`config.mk`:
```
export PLATFORM = sky130hd
export DESIGN_NAME = spi_cfg_scheduler
export DESIGN_NICKNAME = d
export VERILOG_FILES = /design/src/rtl/spi_cfg_scheduler.sv
export SDC_FILE = /design/constraint.sdc
export NUM_CORES = 1
export LEC_CHECK = 0
export CAP_MARGIN = 10
export CORE_MARGIN = 3
export CORE_UTILIZATION = 53
export CTS_BUF_LIST = sky130_fd_sc_hd__clkbuf_4
export DETAILED_ROUTE_END_ITERATION = 12
export PLACE_DENSITY = 0.88
export SYNTH_ARGS = -nofsm -noshare
export SYNTH_HDL_FRONTEND = slang
export SYNTH_SLANG_ARGS = --single-unit
```
`constraint.sdc`:
```
create_clock -name clock_20 -period 6.8 [get_ports clock_20]
set_input_delay 1.36 -clock clock_20 [delete_from_list [all_inputs] [get_ports clock_20]]
set_output_delay 1.36 -clock clock_20 [all_outputs]
set_load 0.02 [all_outputs]
```
`src/rtl/spi_cfg_scheduler.sv`:
```
// spi_cfg_scheduler: uploads a fixed boot table over SPI, then
// arbitrates ndr/host register writes outside frame-valid.
`timescale 1ns/1ps
module spi_cfg_scheduler #(
  parameter int GAP_CYC = 4,
  parameter int BOOT_N  = 16
) (
  input  logic        clock_20,
  input  logic        rst_n,
  input  logic        cfg_start,
  input  logic        fval,
  input  logic        ndr_req,
  input  logic [15:0] ndr_word,
  input  logic        host_req,
  input  logic [15:0] host_word,
  output logic        ndr_ack,
  output logic        host_ack,
  output logic [15:0] spi_word,
  output logic        spi_go,
  input  logic        spi_done,
  output logic        boot_done,
  output logic [1:0]  cur_src
);

  typedef enum logic [2:0] {
    IDLE,
    BOOT_ISSUE,
    BOOT_WAIT,
    GAP,
    ARB,
    ISSUE,
    WAIT
  } state_t;

  localparam logic [1:0] SRC_NONE = 2'd0;
  localparam logic [1:0] SRC_BOOT = 2'd1;
  localparam logic [1:0] SRC_NDR  = 2'd2;
  localparam logic [1:0] SRC_HOST = 2'd3;

  localparam logic [3:0] GAP_LAST  = 4'(GAP_CYC - 1);
  localparam logic [3:0] BOOT_LAST = 4'(BOOT_N - 1);

  state_t     state;
  state_t     state_n;
  logic [3:0] idx;
  logic [3:0] idx_n;
  logic [3:0] gap_cnt;
  logic       rr_host;
  logic       boot_done_n;
  logic [1:0] grant;

  function automatic logic [11:0] boot_dat(
    input logic [3:0] i
  );
    unique case (i)
      4'd0:    boot_dat = 12'h028;
      4'd1:    boot_dat = 12'h000;
      4'd2:    boot_dat = 12'h000;
      4'd3:    boot_dat = 12'h0A0;
      4'd4:    boot_dat = 12'h002;
      4'd5:    boot_dat = 12'h000;
      4'd6:    boot_dat = 12'h000;
      4'd7:    boot_dat = 12'h1E1;
      4'd8:    boot_dat = 12'h04A;
      4'd9:    boot_dat = 12'h06B;
      4'd10:   boot_dat = 12'h055;
      4'd11:   boot_dat = 12'h0F0;
      4'd12:   boot_dat = 12'hFB0;
      4'd13:   boot_dat = 12'hADF;
      4'd14:   boot_dat = 12'h6DB;
      default: boot_dat = 12'h0DB;
    endcase
  endfunction

  always_comb begin
    state_n     = state;
    idx_n       = idx;
    boot_done_n = boot_done;
    grant       = SRC_NONE;

    // contention goes to whoever was not granted last
    unique case (1'b1)
      ndr_req && !host_req: grant = SRC_NDR;
      host_req && !ndr_req: grant = SRC_HOST;
      ndr_req && host_req:
        grant = rr_host ? SRC_HOST : SRC_NDR;
      default: grant = SRC_NONE;
    endcase

    unique case (state)
      IDLE: begin
        idx_n = '0;
        if (cfg_start) state_n = BOOT_ISSUE;
      end
      BOOT_ISSUE: state_n = BOOT_WAIT;
      BOOT_WAIT: begin
        if (spi_done) begin
          state_n = GAP;
          if (idx == BOOT_LAST)
            boot_done_n = 1'b1;
          else
            idx_n = idx + 4'd1;
        end
      end
      GAP: begin
        if (gap_cnt == GAP_LAST)
          state_n = boot_done ? ARB : BOOT_ISSUE;
      end
      ARB: begin
        if (!fval && grant != SRC_NONE)
          state_n = ISSUE;
      end
      ISSUE: state_n = WAIT;
      WAIT: if (spi_done) state_n = GAP;
      default: state_n = IDLE;
    endcase

    if (!cfg_start) begin
      state_n     = IDLE;
      boot_done_n = 1'b0;
    end
  end

  always_ff @(posedge clock_20 or negedge rst_n) begin
    if (!rst_n) begin
      state     <= IDLE;
      spi_go    <= 1'b0;
      spi_word  <= '0;
      ndr_ack   <= 1'b0;
      host_ack  <= 1'b0;
      boot_done <= 1'b0;
      cur_src   <= SRC_NONE;
      idx       <= '0;
      gap_cnt   <= '0;
      rr_host   <= 1'b0;
    end else begin
      state     <= state_n;
      idx       <= idx_n;
      boot_done <= boot_done_n;
      spi_go    <= (state_n == BOOT_ISSUE) ||
                   (state_n == ISSUE);
      ndr_ack   <= (state == WAIT) && spi_done &&
                   cfg_start && (cur_src == SRC_NDR);
      host_ack  <= (state == WAIT) && spi_done &&
                   cfg_start && (cur_src == SRC_HOST);

      if (state == GAP && state_n == GAP) begin
        if (gap_cnt != 4'hF)
          gap_cnt <= gap_cnt + 4'd1;
      end else begin
        gap_cnt <= '0;
      end

      unique case (state_n)
        BOOT_ISSUE: begin
          spi_word <= {idx_n, boot_dat(idx_n)};
          cur_src  <= SRC_BOOT;
        end
        ISSUE: begin
          spi_word <= (grant == SRC_HOST) ?
                      host_word : ndr_word;
          cur_src  <= grant;
          rr_host  <= (grant == SRC_NDR);
        end
        GAP, IDLE: cur_src <= SRC_NONE;
        default: ;
      endcase
    end
  end

endmodule
```
Word level (Yosys, flattened, before mapping)
Memory sizes are Yosys's and may differ from the RTL's.
Cells that the tools add are included.
{"block": "totals", "reg_bits": 34, "latch_bits": 0, "ramBits": 0, "romBits": 192, "in_bits": 39, "out_inout_bits": 22, "word_cells": 74, "n_memories": 1}
{"memory": "(name not given)", "words": 16, "width": 12, "read_ports": 1, "rd_clocked_by_memory_dff": 0, "wr": 0, "line_no": "55", "rtl": "unique case (i)"}
{"block": "op_classes", "addsub": 2, "multipliers": 0, "div_mod_pow": 0, "order_cmp": 0, "eq_ne": 20, "shifts": 0, "n_mux": 20, "bitwise": 0, "reduce_logical": 21}
{"op": "16-bit one-hot mux with 2 select lines", "n": 1}
{"op": "3-bit one-hot mux with 6 select lines", "n": 1}
{"op": "16-bit 2-to-1 mux", "n": 1}
{"op": "4-bit 2-to-1 mux", "n": 4}
{"op": "3-bit 2-to-1 mux", "n": 5}
{"op": "3-bit equality test, second input constant", "n": 4}
{"op": "2-bit one-hot mux with 3 select lines", "n": 2}
{"op": "3-bit by 2-bit equality test with 1-bit output, second input constant", "n": 3}
{"op": "1-bit logical AND", "n": 9}
{"op": "4-bit by 1-bit adder with 4-bit output, second input constant", "n": 2}
{"op": "2-bit equality test, second input constant", "n": 4}
{"op": "2-bit by 1-bit != test with 1-bit output, second input constant", "n": 4}
{"op": "4-bit one-hot mux with 2 select lines", "n": 1}
{"op": "3-bit by 1-bit equality test with 1-bit output, second input constant", "n": 2}
{"op": "3-bit zero test", "n": 2}
{"op": "1-bit 2-to-1 mux", "n": 5}
{"op": "4-bit by 2-bit equality test with 1-bit output, second input constant", "n": 1}
{"op": "4-bit equality test, second input constant", "n": 1}
{"op": "4-bit != test, second input constant", "n": 1}
{"op": "2-bit nonzero test", "n": 2}
{"op": "2-bit OR reduction", "n": 2}
{"op": "1-bit zero test", "n": 3}
{"op": "3-bit AND reduction", "n": 1}
{"op": "3-bit nonzero test", "n": 1}
{"op": "1-bit logical OR", "n": 1}

Depth between registers and ports, before layout
{"block": "depth", "ltp_word": 11, "depth_mapped": 10, "depth_no_buf": 10}

Worst setup path after synthesis
No wires, ideal clock.
{"block": "synth_path", "kind": "input port to flip-flop", "startpoint": "input port spi_done", "endpoint": "register spi_word[0]", "setup_ns": 0.130, "arrival_ns": 2.836, "required_time_ns": 6.669, "path_slack_ns": 3.833, "cell_stages": 9, "n_path_buf": 1, "cell_sequence": "buf_2 > and4bb_2 > a221oi_2 > inv_1 > ha_1 > inv_1 > nor2_1 > o211ai_1 > o21ai_0"}
{"block": "synth_between", "word_cells_on_any_way": 10, "cone_classes": "eq/ne: 2; mux: 6; reduce/logical: 1; memory: 1"}
{"item": "start, declared", "line_no": "20", "rtl": "input logic spi_done,"}
{"item": "4-bit 2-to-1 mux", "line_no": "97", "rtl": "if (spi_done) begin"}
{"item": "4-bit one-hot mux with 2 select lines", "line_no": "90", "rtl": "unique case (state)"}
{"item": "via idx_n[0]", "line_no": "46", "rtl": "logic [3:0] idx_n;"}
{"item": "memory read 16 x 12 bit"}
{"item": "16-bit one-hot mux with 2 select lines", "line_no": "154", "rtl": "unique case (state_n)"}
{"item": "end signal, assigned", "line_no": "156", "rtl": "spi_word <= {idx_n, boot_dat(idx_n)};"}
{"item": "end signal, assigned", "line_no": "160", "rtl": "spi_word <= (grant == SRC_HOST) ?"}
{"item": "end, declared", "line_no": "18", "rtl": "output logic [15:0] spi_word,"}
The timed path passes the listed nets, and every way through them passes these cells.
A chain may end at the register's enable or synchronous reset.

Worst setup path after layout
{"block": "layout_path", "startpoint": "input port spi_done", "endpoint": "register spi_word[5]"}
The elaborated chain is that of the path after synthesis.

==> summary.md <==
| Metric | Value |
|---|---|
| Hold Crit Depth | `1` |
| Routed wire per std cell | `16.31 microns` |
| I/O Pins | `61` |
| Detail Route Antenna Nets | `0` |
| Post-synth EDFFs | `0` |
| Setup Skew | `8.222 ps` |
| Fmax | `295.3 MHz` |
| Initial Util | `56.55%` |
| Final TNS setup | `0 ps` |
| Routed wire length | `5218 microns` |
| Vias per inst | `just under 6` |
| P&R area growth vs syn | `31.09%` |
| Status | `finished, final reports clean` |
| Antenna violations before repair | `0` |
| CP startpoint | `spi_done` |
| Avg Inst Size Synth | `between 9 and 10 sq um` |
| Max-cap violations | `0` |
| DP HPWL | `3845 microns` |
| # hold bufs at CTS | `0` |
| HP Start | `cur_src[0]` |
| CTS buffer count | `5` |
| Gr usage total | `23.17%` |
| Number of H-tree levels | `2` |
| FF-to-FF path depth | `10` |
| Final hold violation count | `0` |
| # rows | `22` |
| Largest net degree at the start of global routing | `35` |
| Grt ovf | `0` |
| Die Height | `69.20 microns` |
| Tcrit/Tclk final | `49.80%` |
| Relative max-transition margin | `63.60%` |
| Cells after Synth | `214` |
| Placed Instances | `314` |
| Yosys warnings | `0` |
| Sink Count | `34` |
| Hold WC Path Type | `reg2reg` |
| PwrDens | `167.7 mW/mm^2` |
| # setup viols final | `0` |
| Data arrival, critical path | `3620 ps` |
| Vias | `1870` |
| Iter 0 DRT Violations | `134` |
| CTS root buf | `clkbuf_4` |
| Number of synthesized register bits | `34` |
| Resized Gates After CTS | `0` |
| Critical Path Fanout Max | `11` |
| Fraction of registers with async set/reset | `100.0%` |
| Sequential area share after synthesis | `40.19%` |
| Worst setup EP type | `flop` |
| Vias in the first global route | `1892` |
| Placeable Area | `about 0.0037 sq mm` |
| Synth unique cells | `57` |
| Maximum VDD drop | `127.6 uV` |
| Leak | `1.181 nW` |
| Post-synth top area share | `40.19%` |
| Port Buffers | `60` |
| Area contributors post-synth | `dfrtp_1 40%, mux2i_1 9.9%, ha_1 4.1%` |
| Routability Congestion | `0.8414` |
| Pins Over Slew Limit | `0` |
| Final routed DRC violation total | `0` |
| DIE AREA | `around 0.0048 sq mm` |
| Setup Buffers After CTS | `0` |
| First-pass GRT wire length | `8976 microns` |
| CP Class | `in2reg` |
| Final Non-Filler Cells | `320` |
| Initial DRT Pass Iterations | `5` |
| Synth Flop Type | `dfrtp_1` |
| RSZ-0062 raised after global routing | `false` |
| CTS tree | `yes` |
| Worst-Margin Slew | `roughly 550 ps` |
| Net count, final | `319` |
| Most frequent cells after synthesis | `34 x dfrtp_1, 21 x mux2i_1, 17 x nand2_1` |
| Mapped cell area | `0.002117 sq mm` |
| Ant diodes | `0` |
| Clock Tree Buf Depth | `2` |
| Clock latency on the worst-skew pair | `340 ps` |
| Startpoint Class | `primary input` |
| Clock transition at the registers of the reported paths | `approximately 100 ps` |
| Share of cells above drive strength 1 | `between 10 and 15%` |
| Data required, critical path | `7030 ps` |
| Die W | `69.20 microns` |
| Worst r2r src | `idx[1]` |
| Total power | `between 400 and 500 uW` |
| Cell taking the most area after synthesis | `dfrtp_1` |
| Fin crit period | `3387 ps` |
| Syn_nets | `260` |
| Most frequent cell after synthesis | `dfrtp_1` |
-- stage by stage --
stage / util, % / worst slack [ps] / hold slack [ps] / cell area [sq um]
3_5_place_dp: 73.03 / 3095 / 465.1 / 2734
3_3_place_gp: 73.03 / 3180 / 454.7 / 2734
5_1_grt: 74.13 / 3175 / 499.2 / 2775
4_1_cts: 74.13 / 3435 / 478.8 / 2775
2_1_floorplan: - / 3833 / 514.7 / 2117
6_report: 74.13 / 3413 / 470.1 / 2775
-- state kept, by name, summed over array words and instances, names as in the netlist --
signal / cells
spi_word: 16
gap_cnt: 4
idx: 4
state: 3
cur_src: 2
boot_done: 1
host_ack: 1
ndr_ack: 1
rr_host: 1
spi_go: 1
-- critical path: stages --
cell             delay [ps]
clkdlybuf4s50_1         590
and4bb_2                340
a221oi_2                430
inv_1                   160
ha_1                    260
inv_1                    90
o221ai_1                160
a21oi_1                 150
o21ai_1                  90
-- metal layers --
metal	GRT usage, %	part of all wire, %	vias up
li1	-	-	900
met1	28.91	41	893
met2	38.56	51	71
met3	5.797	6.7	6
met4	8.894	1.3	0
met5	0	0	-
-- cells in the final DEF, fill, tap and decap left out, drive strengths merged, types with 2 or more instances in the layout --
cell,instances
o221ai,3
nand4,4
clkbuf,5
o211ai,2
a221oi,3
ha,7
and2,3
dfrtp,34
a22o,2
o21ai,14
a21boi,2
a41oi,2
nor2,15
a21oi,9
nand2,20
nor3,4
mux2,4
mux2i,21
a31oi,5
nand3,8
inv,13
o21a,2
nand4b,2
buf,3
and4bb,2
or3,3
o22a,2
clkinv,2
clkdlybuf4s50,60
-- report_power, final --
group | switching (mW) | internal (mW) | leakage (nW) | total [mW]
registers | 0.0132 | 0.217 | 0.459 | 0.231
clock network | 0.0654 | 0.0353 | 0.0246 | 0.101
logic | 0.0650 | 0.0693 | 0.697 | 0.134
total | 0.144 | 0.322 | 1.18 | 0.466
-- path summary, 6_finish.rpt --
path / endpoint / slack, ps
min in group asynchronous: gap_cnt[3] / 1420
setup reg to reg: spi_word[5] / 4220
setup / recovery: spi_word[5] / 3410
max in group asynchronous: spi_word[13] / 5060
hold reg to reg: ndr_ack / 470
hold / removal: ndr_ack / 470
-- area by class of cell --
class | count | area [sq um]
multi-input combinational | 155 | 1140
fill | 294 | 968.4
sequential | 34 | 850.8
timing repair buffer | 63 | 623.1
inverter | 14 | 60.06
tap | 48 | 60.06
clock buffer | 5 | 37.54
clock inverter | 1 | 3.754
-- cells by family after synthesis --
logic type	count (synthesis)	synth area share [%]
AOI/OAI and AO/OA	53	18.97
xor gates and xnor gates	1	0.4138
adders and majority gates	7	4.137
buffers and inverters	25	6.147
DFF	34	40.19
muxes	25	12.06
and+or+nand+nor	69	18.09
Power figures use the tool's default switching activity.
==> RTL edit 1 (same flow settings) <==
Register the input `cfg_start` before use, without a reset. The logic sees it one clock later. The other inputs are not delayed to match.
--- a/src/rtl/spi_cfg_scheduler.sv
+++ b/src/rtl/spi_cfg_scheduler.sv
@@ -39,6 +39,12 @@
 
   localparam logic [3:0] GAP_LAST  = 4'(GAP_CYC - 1);
   localparam logic [3:0] BOOT_LAST = 4'(BOOT_N - 1);
+
+  logic cfg_start_q;
+
+  always_ff @(posedge clock_20) begin
+    cfg_start_q <= cfg_start;
+  end
 
   state_t     state;
   state_t     state_n;
@@ -90,7 +96,7 @@
     unique case (state)
       IDLE: begin
         idx_n = '0;
-        if (cfg_start) state_n = BOOT_ISSUE;
+        if (cfg_start_q) state_n = BOOT_ISSUE;
       end
       BOOT_ISSUE: state_n = BOOT_WAIT;
       BOOT_WAIT: begin
@@ -115,7 +121,7 @@
       default: state_n = IDLE;
     endcase
 
-    if (!cfg_start) begin
+    if (!cfg_start_q) begin
       state_n     = IDLE;
       boot_done_n = 1'b0;
     end
@@ -140,9 +146,9 @@
       spi_go    <= (state_n == BOOT_ISSUE) ||
                    (state_n == ISSUE);
       ndr_ack   <= (state == WAIT) && spi_done &&
-                   cfg_start && (cur_src == SRC_NDR);
+                   cfg_start_q && (cur_src == SRC_NDR);
       host_ack  <= (state == WAIT) && spi_done &&
-                   cfg_start && (cur_src == SRC_HOST);
+                   cfg_start_q && (cur_src == SRC_HOST);
 
       if (state == GAP && state_n == GAP) begin
         if (gap_cnt != 4'hF)
Check against the original RTL: not equivalent (Yosys sat finds a counterexample within 4 cycles, from zero or initial values and one cycle with rst_n low).
==> RTL edit 1 against the original RTL <==
- synthesized area rose by 5.1%
- total power rose by 16%
- global-route usage grew 0.32 points
- design area increased by 4.2%
- fmax shrank 5.9%
- critical path depth fell by 2
- worst setup slack worse by 210 ps
- highest routed layer unchanged
- largest cell class unchanged
- routed wire length grew 9.6%
- sequential cell count up 1
- die area is 4.7% higher
==> RTL edit 1: results (changes against the original RTL) <==
[layout]
drive_gt1_frac=0.132  ; +0.0184
seq_area_um2=871  ; +2.4%
buffer_area_frac=0.210  ; -0.0143
fin_nets=332  ; +4.1%
fill_cells=277  ; -5.8%
clkbuf_count=6  ; +1
signal_buffers=61  ; -3.2%
nMultiInputCombCells=170  ; +9.7%
n_all_inverters=13  ; -1
multi_input_area_share=0.432  ; +0.0214
antenna_cells=0  ; unchanged
final-clk-cell-share=0.0182  ; +0.00329

[clock_network]
numClockSinks=35  ; +2.9%
cts_setup_buffers=0  ; unchanged
cts_max_path_buffers=2  ; unchanged

[grt]
grt_start_max_net_pins=35  ; unchanged
grt_pass1_wl_um=9540  ; +6.2%
met3_usage=0.0526  ; -0.00541
track_usage=0.235  ; +0.00325
antenna_found_initial=0  ; unchanged
grtUsageMet2=0.388  ; +0.00267
use_met1=0.302  ; +0.0132
first_global_vias=2016  ; +6.6%

[place]
place_congestion=0.921  ; +9.4%
placement.io_buffers=60  ; unchanged
dpl.hpwl_um=4270  ; +11%

[yosys]
synth_nets=273  ; +5.0%
yosys-top-cells-count=dfrtp_1, nand2_1, nor2_1
yosysSeqAreaShare=0.391  ; -0.0107
synth.distinct_cells=61  ; +7.0%
synth.area.top_cells=dfrtp_1, mux2_2, nand2_1
async_flop_share=0.971  ; -0.0286

[route]
dr_wl_met2_um=2890  ; +9.2%
wl_met1_um=2370  ; +10%
drt_iter0_drc=138  ; +3.0%
top_layer=met4
wl_met3_um=337  ; -3.7%
avgRoutedWirePerCell_um=17.1  ; +4.7%
avgViaCountPerCell=6.00  ; +2.7%
dr.pass1.iters=4  ; -1

[power]
ir_drop_mv=0.109  ; -14%
p_leak_nw=1.23  ; +4.4%
seq_power_share=0.461  ; -0.034
pg_seq_mw=0.249  ; +8%
comb-power_mw=0.181  ; +35%
p_sw_mw=0.179  ; +24%

[worst_setup_path]
crit_arrival_ps=3790  ; +170 ps
crit_path_max_fanout=27  ; +16
slowest_delay_ps=960  ; +370 ps
crit_path_top_delay_cell=o311ai_4

[worst_hold_path]
hold_class=reg2reg

[timing]
worst_clock_skew_ps=7.18  ; -1.04 ps
worst_slew_pin_slew_ps=1100  ; +552 ps

[status]
status=finished, final reports clean

RTL edit 1: cell types whose count changed in the layout (fill, tap and decap cells not counted), sizes merged, moves of 3 or more:
cell | before | now
a21oi | 9 | 5
a22oi | 0 | 4
nand2 | 20 | 27
mux2i | 21 | 6
or3 | 3 | 0
nand3 | 8 | 11
a211oi | 0 | 4
nor2 | 15 | 19
mux2 | 4 | 15
a211o | 0 | 4
a221oi | 3 | 0
RTL edit 1: cell families after synthesis:
group / count (synthesis) / synth area share
buf+inv: 22 / 0.0472
xor+xnor: 1 / 0.00394
fa+ha+maj: 7 / 0.0393
simple gates: 85 / 0.204
mux: 21 / 0.105
flops: 35 / 0.391
compound gates: 56 / 0.210
RTL edit 1: metrics by stage:
stage          hold WS, ps  std cells  setup slack, ps  cell area, um^2
2_1_floorplan          489        227             3960             2230
3_3_place_gp           464        327             2980             2840
3_5_place_dp           475        327             2920             2840
4_1_cts                503        335             3190             2890
5_1_grt                527        335             3070             2890
6_report               496        335             3200             2890
RTL edit 1: critical path, delay by kind of cell:
family	cells	cell delay, ps
compound gates	4	1470
buf+inv	2	740
simple gates	1	220
RTL edit 1: worst paths after layout:
kind	to	startpoint	slack, ps	depth (start not counted)
hold / removal	spi_word[15]$_DFFE_PN0P_	spi_word[15]$_DFFE_PN0P_	500	2
max in group asynchronous	spi_word[3]$_DFFE_PN0P_	rst_n	5050	2
min in group asynchronous	idx[0]$_DFF_PN0_	rst_n	1430	2
setup / recovery	spi_word[3]$_DFFE_PN0P_	host_req	3200	7
hold reg to reg	spi_word[15]$_DFFE_PN0P_	spi_word[15]$_DFFE_PN0P_	500	2
setup reg to reg	spi_word[3]$_DFFE_PN0P_	gap_cnt[0]$_DFFE_PN0P_	4050	7
==> RTL edit 2 (same flow settings) <==
Without the edit above. `BOOT_N`: 16 -> 12.
--- a/src/rtl/spi_cfg_scheduler.sv
+++ b/src/rtl/spi_cfg_scheduler.sv
@@ -3,7 +3,7 @@
 `timescale 1ns/1ps
 module spi_cfg_scheduler #(
   parameter int GAP_CYC = 4,
-  parameter int BOOT_N  = 16
+  parameter int BOOT_N  = 12
 ) (
   input  logic        clock_20,
   input  logic        rst_n,
Behaviour: same outputs for any inputs over 10 cycles, from zero or initial values and one cycle with rst_n low; that may be too few to reach the edited logic, so the function may still have changed.
==> RTL edit 2 against the original RTL <==
- design area fell by 0.45%
- routed wire length fell by 5.4%
- synthesized area fell by 2.0%
- total power rose by 2.1%
- sequential cell count did not move
- via count fell by 1.6%
- first-iteration DRC count rose by 43%
- worst setup slack got worse by 570 ps
- final cell count rose by 1.6%
- clock skew rose by 11 ps
- highest routed layer unchanged
==> RTL edit 2: results (changes against the original RTL) <==
[timing]
whs_ps=466  ; -3.98 ps
worst_clock_skew_ps=19.0  ; +10.8 ps
fmax_mhz=253  ; -14%

[grt]
first_global_vias=1677  ; -11%
grt_pass1_wl_um=8010  ; -11%
track_usage=0.231  ; -0.000602
grt_start_max_net_pins=37  ; +5.7%

[worst_setup_path]
crit_path_top_delay_cell=a221oi_1
critPathTopFamily=compound AO/OA/AOI/OAI gates
crit_arrival_ps=4210  ; +590 ps
crit_path_max_fanout=8  ; -3
reg2reg_slack_ps=3630  ; -590 ps

[power]
p_clk_mw=0.153  ; +51%
pwr-share-comb=0.215  ; -0.073
p_leak_nw=1.19  ; +0.80%
ir_drop_mv=0.132  ; +3.2%
p_sw_mw=0.135  ; -6.3%

[layout]
drive_gt1_frac=0.0758  ; -0.0382
fin_nets=322  ; +0.94%

[yosys]
synth.area.top_cells=dfrtp_1, mux2i_1, ha_1
synth.distinct_cells=54  ; -5.3%
yosys-top-cells-count=dfrtp_1, nand2_1, nor2_1
yosysSeqAreaShare=0.410  ; +0.00799
synth_nets=266  ; +2.3%

[status]
status=finished, final reports clean

[route]
avgViaCountPerCell=5.66  ; -3.1%
dr.pass1.iters=4  ; -1
avgRoutedWirePerCell_um=15.2  ; -6.9%

[clock_network]
insertion_delay_ps=370  ; +30 ps

[place]
post-place-ws_ps=2480  ; -615 ps

## RTL edit 2: worst reg2reg max path, cell delays in order, from the launching register on
cell       delay [ps]
dfrtp_1           420
ha_1              220
nand3b_1          120
and3_1            220
a221oi_1          790
inv_1             240
ha_1              300
a211o_1           240
o2111ai_1         130
o211ai_1          130
a22o_1            250
## RTL edit 2: per-layer routing
metal	track usage	vias up	wire length, um
met1	0.304	864	2150
met2	0.367	53	2430
met3	0.0454	10	257
met4	0.102	0	91
met5	0	-	0
li1	-	914	-
## RTL edit 2: cells by family after synthesis
group           Yosys count  synth area share
simple gates             78             0.193
mux                      20            0.0982
buf+inv                  21            0.0488
compound gates           59             0.204
xor+xnor                  1           0.00422
fa+ha+maj                 7            0.0422
flops                    34             0.410
## RTL edit 2: through the flow
step                      total power, mW  cell area [um^2]  utilization
after floorplan                     0.276              2080            -
after global placement              0.325              2680        0.721
after detailed placement            0.326              2680        0.721
after CTS                           0.479              2760        0.743
after global routing                0.499              2760        0.743
final                               0.475              2760        0.743
## RTL edit 2: final cells by class
type	instances	area, um^2
Fill cell	271	953
Tap cell	48	60.1
Sequential cell	34	851
Clock buffer	5	37.5
Clock inverter	3	45.0
Inverter	9	33.8
Multi-Input combinational cell	165	1130
Timing Repair Buffer	61	608
## RTL edit 2: final timing paths
path | to
max | spi_word[5]$_DFFE_PN0P_
min | ndr_ack$_DFF_PN0_
max reg2reg | spi_word[5]$_DFFE_PN0P_
min reg2reg | ndr_ack$_DFF_PN0_
max in group asynchronous | spi_go$_DFF_PN0_
min in group asynchronous | spi_word[2]$_DFFE_PN0P_
